`config.mk`:
```
export PLATFORM = sky130hd
export DESIGN_NAME = video_fetch_fifo
export DESIGN_NICKNAME = d
export VERILOG_FILES = /design/src/rtl/video_fetch_fifo.sv
export SDC_FILE = /design/constraint.sdc
export NUM_CORES = 1
export LEC_CHECK = 0
export ABC_CLOCK_PERIOD_IN_PS = 5500
export CELL_PAD_IN_SITES_DETAIL_PLACEMENT = 0
export CELL_PAD_IN_SITES_GLOBAL_PLACEMENT = 1
export CORE_ASPECT_RATIO = 0.6
export CORE_UTILIZATION = 53
export CTS_CLUSTER_DIAMETER = 150
export CTS_CLUSTER_SIZE = 25
export DETAILED_ROUTE_END_ITERATION = 8
export DONT_BUFFER_PORTS = 1
export PLACE_DENSITY_LB_ADDON = 0.2
export RECOVER_POWER = 25
export SETUP_SLACK_MARGIN = 0.4
export SLEW_MARGIN = 25
export SYNTH_ARGS = -nofsm -noshare
export SYNTH_HDL_FRONTEND = slang
export SYNTH_SLANG_ARGS = --single-unit
```
`constraint.sdc`:
```
create_clock -name clk -period 5.5 [get_ports clk]
set_input_delay 1.65 -clock clk [delete_from_list [all_inputs] [get_ports clk]]
set_output_delay 1.65 -clock clk [all_outputs]
set_load 0.02 [all_outputs]
```
`src/rtl/video_fetch_fifo.sv`:
```
// Packs 16-bit DRAM video words into WORDS*16-bit fetch words and queues them in a
// DEPTH-entry FIFO drained by the renderer's fetch_stb, with level/overrun/underrun.
module video_fetch_fifo #(
   parameter int WORDS = 2,
   parameter int DEPTH = 4,
   parameter int FW    = WORDS * 16,
   parameter int LW    = $clog2(DEPTH + 1)
) (
   input  logic          clk,
   input  logic          rst_n,
   input  logic          clr,
   input  logic [1:0]    mode,
   input  logic          video_strobe,
   input  logic [15:0]   video_data,
   input  logic          fetch_stb,
   output logic [FW-1:0] fetch_data,
   output logic          fetch_valid,
   output logic [LW-1:0] level,
   output logic          dram_req,
   output logic          overrun,
   output logic          underrun
);

   // Handshakes: video_strobe marks video_data valid for exactly one cycle and is
   // never back-pressured (a full FIFO drops the word and flags overrun); fetch_stb
   // is a one-cycle pop request answered by fetch_data/fetch_valid one clock later.

   localparam int NB  = 2 * WORDS;
   localparam int PW  = $clog2(NB);
   localparam int PW1 = PW + 1;
   localparam int AW  = (DEPTH > 1) ? $clog2(DEPTH) : 1;

   logic [PW-1:0]  ptr;
   logic [1:0]     cur_mode;
   logic [FW-1:0]  asm_reg;
   logic [FW-1:0]  mem [DEPTH];
   logic [AW-1:0]  rd_ptr;
   logic [AW-1:0]  wr_ptr;

   logic [1:0]     eff_mode;
   logic           word_mode;
   logic [7:0]     sel_byte;
   logic [PW1-1:0] ptr_sum;
   logic [PW1-1:0] ptr_p1;
   logic           complete;
   logic [FW-1:0]  asm_next;
   logic           full;
   logic           empty;
   logic           pop;
   logic           push_req;
   logic           push;
   logic           drop;

   // The mode presented with the first strobe of a word governs the whole word.
   assign eff_mode  = (ptr == '0) ? mode : cur_mode;
   assign word_mode = (eff_mode == 2'd0) || (eff_mode == 2'd3);
   assign sel_byte  = (eff_mode == 2'd2) ? video_data[15:8] : video_data[7:0];
   assign ptr_sum   = {1'b0, ptr} + (word_mode ? PW1'(2) : PW1'(1));
   assign ptr_p1    = {1'b0, ptr} + PW1'(1);
   assign complete  = (ptr_sum == PW1'(NB));

   always_comb begin
      asm_next = asm_reg;
      for (int k = 0; k < NB; k++) begin
         if (PW'(k) == ptr)
            asm_next[8*k +: 8] = word_mode ? video_data[7:0] : sel_byte;
         if (word_mode && (PW1'(k) == ptr_p1))
            asm_next[8*k +: 8] = video_data[15:8];
      end
   end

   assign full     = (level == LW'(DEPTH));
   assign empty    = (level == '0);
   assign pop      = fetch_stb && !empty;
   assign push_req = video_strobe && complete;
   // A pop in the same cycle frees the slot the completing word needs.
   assign push     = push_req && (!full || pop);
   assign drop     = push_req && full && !pop;
   assign dram_req = (level < LW'(DEPTH));

   always_ff @(posedge clk) begin
      if (push && !clr)
         mem[wr_ptr] <= asm_next;
   end

   always_ff @(posedge clk or negedge rst_n) begin
      if (!rst_n) begin
         ptr         <= '0;
         cur_mode    <= 2'd0;
         asm_reg     <= '0;
         rd_ptr      <= '0;
         wr_ptr      <= '0;
         level       <= '0;
         fetch_data  <= '0;
         fetch_valid <= 1'b0;
         overrun     <= 1'b0;
         underrun    <= 1'b0;
      end else if (clr) begin
         ptr         <= '0;
         cur_mode    <= 2'd0;
         asm_reg     <= '0;
         rd_ptr      <= '0;
         wr_ptr      <= '0;
         level       <= '0;
         fetch_data  <= '0;
         fetch_valid <= 1'b0;
         overrun     <= 1'b0;
         underrun    <= 1'b0;
      end else begin
         if (video_strobe) begin
            if (ptr == '0)
               cur_mode <= mode;
            if (complete) begin
               ptr     <= '0;
               asm_reg <= '0;
            end else begin
               ptr     <= ptr_sum[PW-1:0];
               asm_reg <= asm_next;
            end
         end
         if (push)
            wr_ptr <= wr_ptr + AW'(1);
         if (drop)
            overrun <= 1'b1;
         if (pop) begin
            fetch_data <= mem[rd_ptr];
            rd_ptr     <= rd_ptr + AW'(1);
         end
         fetch_valid <= pop;
         if (fetch_stb && empty)
            underrun <= 1'b1;
         if (push && !pop)
            level <= level + LW'(1);
         else if (pop && !push)
            level <= level - LW'(1);
      end
   end

endmodule

```
Word level (Yosys, flattened, before mapping)
Memory sizes are Yosys's and may differ from the RTL's.
Cells that the tools add are included.
Word-level totals
  memories: 1
  output and inout port bits: 39
  word-level logic and storage cells: 94
  RAM bits: 128
  input port bits: 23
  flip-flop bits (word level): 78
Operators by class
  equal/unequal tests: 10
  muxes and demuxes: 36
  reductions and logical operators: 30
  add/sub/neg operators: 6
  $lt $le $gt $ge: 1
Memory list
  mem: depth 4, width 32, read ports 1, clocked after memory_dff 0, write ports 1, line 36  | logic [FW-1:0] mem [DEPTH];
Operator list (count)
  $mux 32: 5
  $mux 8: 10
  $mux 2: 11
  $logic_and 1x1->1: 13
  $reduce_bool 2->1: 5
  $mux 3: 3
  $mux 1: 7
  $eq 2x3->1 const A: 2
  $eq 3x3->1 const B: 2
  $logic_not 3->1: 2
  $logic_not 1->1: 5
  $add 2x1->2 const B: 2
  $eq 2x2->1 const A: 2
  $eq 2x2->1 const B: 2
  $logic_not 2->1: 2
  $add 2x1->3 const B: 1
  $add 2x2->3: 1
  $add 3x1->3 const B: 1
  $eq 1x3->1 const A: 1
  $lt 3x3->1 const B: 1
  $reduce_bool 3->1: 1
  $sub 3x1->3 const B: 1
  $eq 1x2->1 const A: 1
  $logic_or 1x1->1: 2

Logic depth before layout (Yosys ltp)
Gate-level depths: netlist of run 1.
  depth in word-level cells: 14
  depth in mapped cells: 17
  depth with buffers taken out: 12

Least setup slack after synthesis of run 1
No wires, ideal clock.
  path kind: input -> register
  start: input port mode[1]
  end: memory mem[1][0] (netlist bit), enable pin
  library setup time: 392 ps
  cell stages on the path: 11
  buffers on the path: 3
  required time: 5108 ps
  data arrival time: 4836 ps
  setup slack: 272 ps
  cells stage by stage: mux2_2 > ha_1 > buf_2 > buf_4 > buf_2 > inv_1 > nand2_1 > fa_1 > nand3b_1 > nor4_1 > and2_1
On the way
  cells in the longest elaborated chain, start to end: 11
  elaborated cells between the ends (all ways): 12
  classes of those cells: add/sub: 1; eq/ne: 2; mux: 4; reduce/logical: 5
RTL lines
  start: declaration: line 12  | input logic [1:0] mode,
  $mux 2 *
  $eq 2x2->1 / $logic_not 2->1 (equally long branches): line 56  | assign word_mode = (eff_mode == 2'd0) || (eff_mode == 2'd3);
  $logic_or 1x1->1 *: line 56
  $mux 2 *: line 58  | assign ptr_sum = {1'b0, ptr} + (word_mode ? PW1'(2) : PW1'(1));
  $add 2x2->3 *: line 58
  $eq 3x3->1 *: line 60  | assign complete = (ptr_sum == PW1'(NB));
  $logic_and 1x1->1 *: line 75  | assign push_req = video_strobe && complete;
  $logic_and 1x1->1 *: line 77  | assign push = push_req && (!full || pop);
  $logic_and 1x1->1 *: line 82  | if (push && !clr)
  $mux 1 *: line 82
  $mux 1 (implied by the code) *: line 83  | mem[wr_ptr] <= asm_next;
  end: declaration: line 36
Mark *: on every way between the ends. The rest lies on a longest branch, timed or not.

Final worst setup path of run 1
  start: input port mode[1]
  end: memory mem[2][16] (netlist bit), enable pin
The elaborated chain is that of the path after synthesis.

==> results.json, run 1 <==
{
  "outcome": "finished with violations",
  "violations": "capacitance limit, slew limit",
  "ir_drop_mv": 0.2776,
  "worstPathCellList": "mux2_2 -> ha_1 -> inv_1 -> nand2_1 -> fa_1 -> nand3b_1 -> nor4_1 -> and2_2 -> buf_4",
  "async_flop_share_pct": 37.86,
  "drive_above_1_share_pct": 11.76,
  "nets": 636,
  "fillers": 1285,
  "min_to": "asm_reg[5]$_DFFE_PN0P_",
  "crit_type": "input pin to flop",
  "r2r-start": "ptr[0]$_DFFE_PN0P_",
  "hp-start": "asm_reg[5]$_DFFE_PN0P_",
  "cts_root_buffer": "clkbuf_16",
  "synth_nets": 654,
  "clockBufferDepth": 3,
  "syn_to_final_growth_pct": 6.396,
  "antenna_found_initial": 0,
  "fin_crit_sh_pct": 77.47,
  "cts_resized": 0,
  "fin_hold_ws_ns": 0.4972,
  "die_area_um2": 17220,
  "clock.fmax_ghz": 0.2347,
  "final_cell_mix": "128 x edfxtp_1, 76 x dfrtp_1, 71 x nand2_1",
  "antennaDiodeCount": 0,
  "h-tree-depth": 1,
  "cp_data_required_time_ns": 5.59,
  "hold_viol": 0,
  "r2r_cells": 10,
  "setup-tns-final_ns": 0,
  "synth_ff_type": "edfxtp_1",
  "path_max_fanout": 32,
  "initial_core_util_pct": 54.38,
  "utilization_pct": 57.86,
  "cts_buffers": 12,
  "holdPathStages": 1,
  "gp_congestion": 0.8430,
  "io_pins": 62,
  "path_clk_slew_ns": 0.09,
  "cts_setup_buffers": 0,
  "setup_viol": 0,
  "cts_tree": "yes",
  "endpoint_kind": "flop",
  "die_y_um": 102.1,
  "avgViaCountPerCell": 6.399,
  "netlist_area_um2": 8842,
  "mostFrequentLayoutCell": "edfxtp_1",
  "rrSetupSlack_ns": 1.35,
  "r2r_end": "mem[2][16]$_DFFE_PP_",
  "drc": 0,
  "fin_crit_ns": 4.261,
  "arrival_ns": 4.35,
  "dp_slack_ns": 0.7478,
  "cpPeakStageDelay_ns": 0.54,
  "syn_area_per_cell_um2": 14.17,
  "wl_per_cell_um": 23.09,
  "overflow": 0,
  "dpl.hpwl_mm": 12.44,
  "maxCapViolations": 1,
  "p_leak_nw": 3.325,
  "io_buffers": 0,
  "ys_top_cells_by_area": "edfxtp_1 43%, dfrtp_1 22%, mux4_2 8.2%, nand2_1 3.0%, a21oi_1 2.9%",
  "ys_types": 49,
  "num_vias": 5375,
  "antenna_left": 0,
  "rsz0062_at_grt": "false",
  "grt_max_degree": 79,
  "powerDensity_nw_per_um2": 505.8,
  "cts_hold_buffers": 0,
  "fin_ws_ns": 1.239,
  "largest_reg_flops": 128,
  "yosys.area.top_type_share_pct": 43.47,
  "slew_headroom_pct": -11.85,
  "core_um2": 16260,
  "grt.total_usage_pct": 23.44,
  "rows": 36,
  "drtIter0Drc": 430,
  "synth.largest_area_cell": "edfxtp_1",
  "cp_slowest_cell": "fa_1",
  "drtPass1Iterations": 5,
  "cts_sinks": 206,
  "grt_pass1_wl_mm": 30.13,
  "insertion_delay_ns": 0.47,
  "hold_path_class": "flop to flop",
  "slew_viol_final": 12,
  "start_kind": "input pin",
  "synth_edf_count": 128,
  "synth-seq-area-share_pct": 65.54,
  "yosysWarnings": 0,
  "ys_ff_latch": 206,
  "finalClockSkew_ns": 0.02209,
  "grt_pass1_vias": 5135,
  "syn_inst": 624,
  "routed_wl_mm": 19.40,
  "worst_slew_pin_slew_ns": 1.664,
  "die_width_um": 168.8
}
-- how the worst max path moves through the flow --
stage	endpoint	cells past startpoint	slack [ns]	start
finish	mem[2][16]$_DFFE_PP_	9	1.24	mode[1]
global placement	level[2]$_DFFE_PN0P_	11	0.84	mode[1]
floorplan	level[2]$_DFFE_PN0P_	14	0.52	mode[1]
detailed placement	mem[3][11]$_DFFE_PP_	9	0.75	mode[1]
CTS	mem[3][16]$_DFFE_PP_	9	1.23	mode[1]
global route	mem[3][16]$_DFFE_PP_	9	1.02	mode[1]
-- worst max-delay path: cells and delay by family --
kind	cells	cell delay, ns
buf+inv	2	0.55
mux	1	0.25
simple gates	4	1.03
fa+ha+maj	2	0.86
-- layout make-up --
cell class	count	area [um2]	area share, %
tap	228	285.3	3.032
clock buffer	19	347.8	3.697
multi-input combinational	367	2848	30.27
clock inverter	1	20.02	0.2128
timing repair buffer	11	78.83	0.8379
sequential	206	5798	61.63
inverter	8	30.03	0.3192
-- per-layer routing --
layer / up-vias / GRT usage, % / routed length (um)
met3: 22 / 6.119 / 1813
met5: - / 0 / 0
met4: 0 / 3.636 / 198
met2: 214 / 33.69 / 8122
met1: 2761 / 36.56 / 9266
li1: 2378 / - / -
-- per-stage QoR --
stage	instance area, um2	total power (W)	cells
3_5_place_dp	9050	0.003859	820
6_report	9408	0.004759	840
4_1_cts	9418	0.004783	840
3_3_place_gp	9050	0.003788	820
5_1_grt	9408	0.005011	840
2_1_floorplan	8847	0.003440	624
-- synth_stat cells, drive strengths merged (2+ instances only) --
cell and n:
nor2 31, xnor2 4, o21ai 9, a211oi 9, nor3 5, a311o 8, nand3b 2, buf 17
nand2b 3, a22oi 8, clkbuf 26, edfxtp 128, dfrtp 78, ha 5, o21a 13, a31oi 2
and3b 8, nand2 72, a221oi 16, mux2i 10, a22o 16, o2bb2ai 8, inv 7, o22ai 25
nor2b 2, nand3 2, fa 2, mux4 32, a21oi 51, o211ai 3, and2 12
-- report_power, final --
| part | switching [W] | internal, W |
|---|---|---|
| registers | 0.000215 | 0.00203 |
| clock network | 0.000481 | 0.000450 |
| logic | 0.00102 | 0.000555 |
-- logic make-up after synthesis --
logic type      count (synthesis)  share of synthesized area [%]
flops                         206                          65.54
fa+ha+maj                       7                          1.160
buf+inv                        51                          2.419
compound gates                172                          13.63
mux                            43                          9.410
xor+xnor                        5                         0.5803
simple gates                  140                          7.259
No activity file was read; power rests on OpenSTA's default activity.
==> run 2, diff against run 1 <==
ABC_CLOCK_PERIOD_IN_PS = 3900   (was 5500)
CORE_UTILIZATION = 48   (was 53)
clock period = 3.9 ns   (was 5.5 ns; I/O delays follow)
==> run 2 against run 1 <==
  * The flow still finishes with violations (capacitance limit, slew limit)
  * Worst setup slack worse by 0.70 ns
  * Design area increased by 5.5%
  * Sequential power is 43% higher
  * Critical path depth grew 2
==> results.json, run 2 (same netlist as run 1, synthesis figures left out) <==
{
  "outcome": "finished with violations",
  "violations": "capacitance limit, slew limit",
  "clockBufferDepth": 3,
  "ir_drop_mv": 0.4984,
  "fin_crit_ns": 3.358,
  "dpl.hpwl_mm": 13.81,
  "slew_viol_final": 34,
  "hold_path_class": "input pin to asynchronous set/reset pin",
  "arrival_ns": 3.55,
  "die_area_um2": 18990,
  "fin_ws_ns": 0.5418,
  "maxCapViolations": 1,
  "num_vias": 5480,
  "cts_sinks": 206,
  "worst_slew_pin_slew_ns": 1.625,
  "cts_tree": "yes",
  "grt_pass1_wl_mm": 32.34,
  "h-tree-depth": 1,
  "antenna_left": 0,
  "setup_viol": 0,
  "core_um2": 18070,
  "die_y_um": 107.1,
  "initial_core_util_pct": 48.94,
  "cts_root_buffer": "clkbuf_16",
  "r2r-start": "ptr[0]$_DFFE_PN0P_",
  "path_delay_family": "adder cells",
  "avgViaCountPerCell": 6.150,
  "grt.total_usage_pct": 22.91,
  "drtIter0Drc": 483,
  "drtPass1Iterations": 5,
  "dp_slack_ns": 0.01441,
  "crit_type": "flop to flop",
  "cp_slowest_cell": "fa_1",
  "hold_viol": 0,
  "start_kind": "flop",
  "io_buffers": 0,
  "crit_top_cell": "buf_4",
  "cp_num_buf_inv": 4,
  "grt_max_degree": 79,
  "cts_hold_buffers": 0,
  "cpPeakStageDelay_ns": 0.55,
  "nets": 675,
  "crit_start": "ptr[0]$_DFFE_PN0P_",
  "path_clk_slew_ns": 0.10,
  "finalClockSkew_ns": 0.02604,
  "endpoint_kind": "flop",
  "io_pins": 62,
  "gp_congestion": 0.7893,
  "grt_pass1_vias": 5438,
  "largest_reg_flops": 128,
  "die_width_um": 177.2,
  "rsz0062_at_grt": "false",
  "worstPathCellList": "nor2_4 -> mux2_4 -> ha_4 -> inv_4 -> fa_1 -> nand3b_1 -> buf_4 -> nor4_2 -> buf_4 -> and2_4 -> clkbuf_16",
  "fin_crit_sh_pct": 86.11,
  "antennaDiodeCount": 0,
  "fillers": 1484,
  "wl_per_cell_um": 23.36,
  "cts_buffers": 12,
  "syn_to_final_growth_pct": 12.28,
  "mostFrequentLayoutCell": "edfxtp_1",
  "drive_above_1_share_pct": 18.89,
  "p_leak_nw": 3.572,
  "utilization_pct": 54.95,
  "final_cell_mix": "128 x edfxtp_1, 76 x dfrtp_1, 70 x nand2_1",
  "drc": 0,
  "slew_headroom_pct": -8.338,
  "antenna_found_initial": 1,
  "cp_data_required_time_ns": 4.09,
  "powerDensity_nw_per_um2": 732.0,
  "path_max_fanout": 10,
  "overflow": 0,
  "routed_wl_mm": 20.81,
  "rows": 38,
  "insertion_delay_ns": 0.48,
  "clock.fmax_ghz": 0.2978
}
## run 2: what timing repair did
item | CTS | global route
cloned | 0 | 1
setup endpoints to repair | 79 | 119
pin swaps | 0 | 7
setup buffers | 0 | 6
gates resized for setup | 3 | 0
## run 2: metrics by stage
stage | power, W | instance area (um2) | cells | hold WS, ns | setup TNS, ns
final | 0.007268 | 9928 | 891 | 0.3805 | 0
after global routing | 0.007653 | 9928 | 891 | 0.3564 | 0
after CTS | 0.007289 | 9879 | 884 | 0.3638 | 0
after detailed placement | 0.005937 | 9502 | 864 | 0.4756 | 0
after global placement | 0.005825 | 9499 | 864 | 0.4721 | 0
after floorplan | 0.004971 | 8972 | 624 | 0.4568 | -24.75
## run 2: final timing paths
| check | endpoint | slack (ns) | cells after the start |
|---|---|---|---|
| setup / recovery | mem[2][21]$_DFFE_PP_ | 0.54 | 11 |
| hold / removal | asm_reg[19]$_DFFE_PN0P_ | 0.38 | 0 |
| setup reg to reg | mem[2][21]$_DFFE_PP_ | 0.54 | 11 |
| hold reg to reg | asm_reg[1]$_DFFE_PN0P_ | 0.51 | 1 |
| max in group asynchronous | asm_reg[14]$_DFFE_PN0P_ | 3.35 | 0 |
| min in group clk | asm_reg[1]$_DFFE_PN0P_ | 0.51 | 1 |
## run 2: cell type report
| type | instances | area (um2) | area share (%) |
|---|---|---|---|
| Multi-Input combinational cell | 367 | 2942 | 29.63 |
| Inverter | 8 | 32.53 | 0.3277 |
| Clock inverter | 1 | 20.02 | 0.2016 |
| Tap cell | 240 | 300.3 | 3.025 |
| Clock buffer | 19 | 347.8 | 3.503 |
| Timing Repair Buffer | 50 | 485.5 | 4.890 |
| Sequential cell | 206 | 5801 | 58.42 |
## run 2: power by group
| group | total (W) | internal, W | switching (W) | leakage (nW) |
|---|---|---|---|---|
| combinational | 0.00272 | 0.00106 | 0.00166 | 1.17 |
| sequential | 0.00321 | 0.00287 | 0.000346 | 2.22 |
| clock | 0.00134 | 0.000635 | 0.000702 | 0.177 |
## run 2: per-layer routing
layer | wire [um] | vias up | track usage (%)
met1 | 9982 | 2829 | 36.59
met2 | 9099 | 182 | 33.20
met4 | 255 | 0 | 3.818
li1 | - | 2448 | -
met3 | 1472 | 21 | 3.617
met5 | 0 | - | 0
